## src/rtl/i2s_consumer_module.sv

```systemverilog
// I2S consumer: requests producer samples by index, double-buffers them and
// serialises each one MSB-first (Philips I2S) on both channels.
//
// Ports:
//   mclk, rst         - master clock (256 x fs), async active-high reset
//   enable            - playback enable, sampled at the frame boundary
//   m_sample_index    - index of the sample wanted for the next frame
//   p_sample_buffer   - producer sample, qualified by valid
//   valid             - p_sample_buffer holds the requested sample
//   bclk, lrclk       - I2S bit clock (mclk/4) and word select (mclk/256)
//   sdata             - I2S serial data
//   underrun          - one-cycle pulse when a frame starts with no sample
//   underrun_count    - saturating underrun counter
module i2s_consumer_module #(
  parameter int SAMPLE_BITS = 16,
  parameter int INDEX_BITS  = 8
) (
  input  logic                   mclk,
  input  logic                   rst,
  input  logic                   enable,
  output logic [INDEX_BITS-1:0]  m_sample_index,
  input  logic [SAMPLE_BITS-1:0] p_sample_buffer,
  input  logic                   valid,
  output logic                   bclk,
  output logic                   lrclk,
  output logic                   sdata,
  output logic                   underrun,
  output logic [15:0]            underrun_count
);

  localparam logic [4:0] SB5 = 5'(SAMPLE_BITS);

  logic [7:0]             cnt_q, cnt_d;
  logic [SAMPLE_BITS-1:0] play_q, play_d;
  logic [SAMPLE_BITS-1:0] next_q, next_d;
  logic                   have_next_q, have_next_d;
  logic [INDEX_BITS-1:0]  m_idx_q, m_idx_d;
  logic                   underrun_q, underrun_d;
  logic [15:0]            underrun_count_q, underrun_count_d;
  logic                   sdata_q, sdata_d;

  logic       boundary;
  logic [4:0] pos;
  logic [4:0] bit_sel;
  logic [31:0] play_w;

  assign boundary = (cnt_q == 8'hFF);
  assign play_w   = 32'(play_q);
  // Position inside the channel of the slot about to start.
  assign pos      = cnt_q[6:2] + 5'd1;
  assign bit_sel  = SB5 - pos;

  always_comb begin
    cnt_d            = cnt_q + 8'd1;
    next_d           = next_q;
    have_next_d      = have_next_q;
    play_d           = play_q;
    m_idx_d          = m_idx_q;
    underrun_d       = 1'b0;
    underrun_count_d = underrun_count_q;
    sdata_d          = sdata_q;

    if (boundary) begin
      have_next_d = 1'b0;
    end else if (valid && !have_next_q) begin
      next_d      = p_sample_buffer;
      have_next_d = 1'b1;
    end

    if (boundary) begin
      play_d = '0;
      if (enable) begin
        m_idx_d = m_idx_q + INDEX_BITS'(1);
        if (have_next_q) begin
          play_d = next_q;
        end else begin
          underrun_d = 1'b1;
          if (underrun_count_q != 16'hFFFF)
            underrun_count_d = underrun_count_q + 16'd1;
        end
      end
    end

    // Update only as bclk falls; slot 0 of each channel stays 0 (I2S delay).
    if (cnt_q[1:0] == 2'b11) begin
      if (pos != 5'd0 && pos <= SB5)
        sdata_d = play_w[bit_sel];
      else
        sdata_d = 1'b0;
    end
  end

  always_ff @(posedge mclk or posedge rst) begin
    if (rst) begin
      cnt_q            <= '0;
      play_q           <= '0;
      next_q           <= '0;
      have_next_q      <= 1'b0;
      m_idx_q          <= '0;
      underrun_q       <= 1'b0;
      underrun_count_q <= '0;
      sdata_q          <= 1'b0;
    end else begin
      cnt_q            <= cnt_d;
      play_q           <= play_d;
      next_q           <= next_d;
      have_next_q      <= have_next_d;
      m_idx_q          <= m_idx_d;
      underrun_q       <= underrun_d;
      underrun_count_q <= underrun_count_d;
      sdata_q          <= sdata_d;
    end
  end

  assign bclk           = cnt_q[1];
  assign lrclk          = cnt_q[7];
  assign sdata          = sdata_q;
  assign m_sample_index = m_idx_q;
  assign underrun       = underrun_q;
  assign underrun_count = underrun_count_q;

endmodule
```

## config.mk

```make
export PLATFORM = sky130hd
export DESIGN_NAME = i2s_consumer_module
export DESIGN_NICKNAME = d
export VERILOG_FILES = /design/src/rtl/i2s_consumer_module.sv
export SDC_FILE = /design/constraint.sdc
export NUM_CORES = 1
export LEC_CHECK = 0
export CAP_MARGIN = 20
export CORE_MARGIN = 2
export CORE_UTILIZATION = 46
export CTS_BUF_LIST = sky130_fd_sc_hd__clkbuf_8
export DETAILED_ROUTE_END_ITERATION = 16
export GPL_TIMING_DRIVEN = 0
export PLACE_DENSITY_LB_ADDON = 0.08
export SYNTH_ARGS = -nofsm -noshare
export SYNTH_HDL_FRONTEND = slang
export SYNTH_SLANG_ARGS = --single-unit
```

## constraint.sdc

```tcl
create_clock -name mclk -period 5.1 [get_ports mclk]
set_clock_uncertainty 0.15 [all_clocks]
set_input_delay 0.765 -clock mclk [delete_from_list [all_inputs] [get_ports mclk]]
set_output_delay 0.765 -clock mclk [all_outputs]
set_load 0.03 [all_outputs]
```

==> run summary <==
Worst path depth: 1
Dpl ws: 2.38 ns
Final instance area: 3920 µm²
Cells after synthesis: 243
Die Wd: 86.5 µm
Critical path's top delay family: buffers and inverters
RR Startpoint: cnt_q[3]
Placed Area: 3710 µm²
WL/cell: 14.1 µm
Vias in the first global route: 1943
Vias/cell: 5.18
Buffers on Ports: 47
Worst hold start: m_sample_index[7]
Synthesized cell area: 3130 µm²
Worst Max-Slew Pin Slew: 0.802 ns
Pin count of the biggest net entering global routing: 68
Number of clock sinks: 67
Total clock buffers created by CTS: 9
Crit-path max cell delay: 0.72 ns
YS warnings: 0
Iter 0 DRT Violations: 66
Most common cell after layout, fill and taps aside: dfrtp_1
Setup TNS Final: 0 ns
Full die area: 7490 µm²
Initial antenna violation count: 0
Post-synthesis sequential area ratio: 53.5%
Worst hold path stage count: 1
Primary FF master, synth: dfrtp_1
Final period util: 48.1%
Fmax: 407 MHz
Postcts setup bufs: 0
Initial Utilization: 46.9%
CP Launch Point: underrun_count[10]
Final WL: 5450 µm
DPL Wire Length: 3820 µm
Sequential Area: 1680 µm²
Multi-input logic area: 1350 µm²
Global-route wire length before repair: 9230 µm
Fin. max-slew vios: 0
CP required: 4.18 ns
Crit Path Class: register to output port
Core Box Area: 6680 µm²
Slowest CP cell: clkdlybuf4s50_1
Via count: 1999
Cell variety after synth: 47
Setup crit end kind: output port
Post-cts resize count: 0
Root buffer cell: clkbuf_8
Min Hold Slack: 0.323 ns
Fin. Hold Viols: 0
RSZ-0062 raised after global routing: false
Worst setup margin: 2.65 ns
Routability cong.: 0.747
Most frequent cells in the layout: dfrtp_1, clkdlybuf4s50_1, xnor2_1
VDD IR-drop max: 133 µV
PwrDens: 273 nW/µm²
CTS max path bufs: 2
I/O pins: 48
CTS tree: built
GRT Util Overall: 16.0%
Critical Path AT: 1.54 ns
Layout Cells excl Fill: 386
Ant diodes: 0
Worst skew pair latency: 0.34 ns
Fin crit period: 2.45 ns
Post-synth EDFFs: 0
Fillers: 575
Status: finished clean
Final cell utilization of the core: 58.7%
FFs w/ async S/R, synth: 100%
Nets: 326
DR pass1 iterations: 4
Fraction of final layout cells sized beyond drive strength 1: 20.9%
WP buf/inv: 1
Hold Path Class: register to register
Worst reg2reg path depth: 8
Drc violations: 0
GRT overflow: 0
Detail Route Antenna Nets: 0
Site Rows: 30
Clock slew at reported path FFs: 0.07 ns
Max_slew headroom: 46.5%
CP cell instances: clkdlybuf4s50_1
Mapped Nets: 268
P&R area growth vs syn: 25.2%
Final setup violation count: 0
Avg Cell Area, Syn: 12.9 µm²
Yosys reg bits: 67
P_leak: 1.75 nW
H-tree levels: 3
# hold bufs at CTS: 0
Power Total: 1.07 mW
CP Max Fanout: 8
Die Y: 86.5 µm
Startpoint Class: register
Max-Cap Viols: 0
Post-Place Cells: 370
==> synth_stat cells (3+ instances only) <==
cell	number	share of area (%)
and3_1	4	0.80
and2_1	3	0.60
buf_4	5	1.2
nand4_1	7	1.4
a22o_1	16	4.5
mux2_2	16	5.7
nand3_1	9	1.4
nand2_1	16	1.9
nor2b_1	3	0.60
buf_2	3	0.48
mux4_2	4	2.9
xnor2_1	18	5.0
xor2_1	12	3.4
dfrtp_1	67	53
ha_1	5	2.0
nor2_1	6	0.72
nor3_1	4	0.64
inv_1	10	1.2
==> flip-flops by register name, indices dropped and copies added, names as in the netlist <==
register,count
cnt_q,8
underrun_count,16
sdata,1
next_q,16
have_next_q,1
play_q,16
m_sample_index,8
underrun,1
==> power breakdown <==
group          leakage, nW  switching, mW  internal (mW)
sequential           0.879        0.00791          0.546
clock                0.113          0.203          0.274
combinational        0.755         0.0166         0.0238
==> worst paths after layout <==
kind	to	slack, ns
setup / recovery	underrun_count[10]	2.65
hold / removal	m_sample_index[7]	0.32
setup reg to reg	next_q[7]	2.68
hold reg to reg	m_sample_index[7]	0.32
max in group asynchronous	play_q[14]	3.49
min in group asynchronous	underrun_count[15]	0.77
==> cell families (layout without fill, tap and decap cells) <==
logic type	after synthesis	after routing	synth area share [%]
adder cells (fa/ha/maj)	5	5	2.00
multiplexers	23	23	9.82
buffers and inverters	21	84	3.51
flip-flops	67	67	53.5
AO/OA/AOI/OAI	30	30	8.66
AND/OR/NAND/NOR	67	67	14.1
XOR/XNOR	30	30	8.38
==> per-layer routing <==
layer  track usage [%]  up-vias  routed length (µm)
li1                  -      986                   -
met1              23.0      965                2750
met2              22.9       40                2420
met3              3.81        8                 189
met4              7.67        0                  93
met5                 0        -                   0
==> final cells by class <==
type / count / share of cell area (%)
Sequential cell: 67 / 42.7
Multi-Input combinational cell: 155 / 34.3
Timing Repair Buffer: 47 / 12.0
Clock buffer: 9 / 3.16
Tap cell: 80 / 2.55
Clock inverter: 7 / 2.36
Buffer: 11 / 1.85
Inverter: 10 / 1.02
Power figures use the tool's default switching activity.
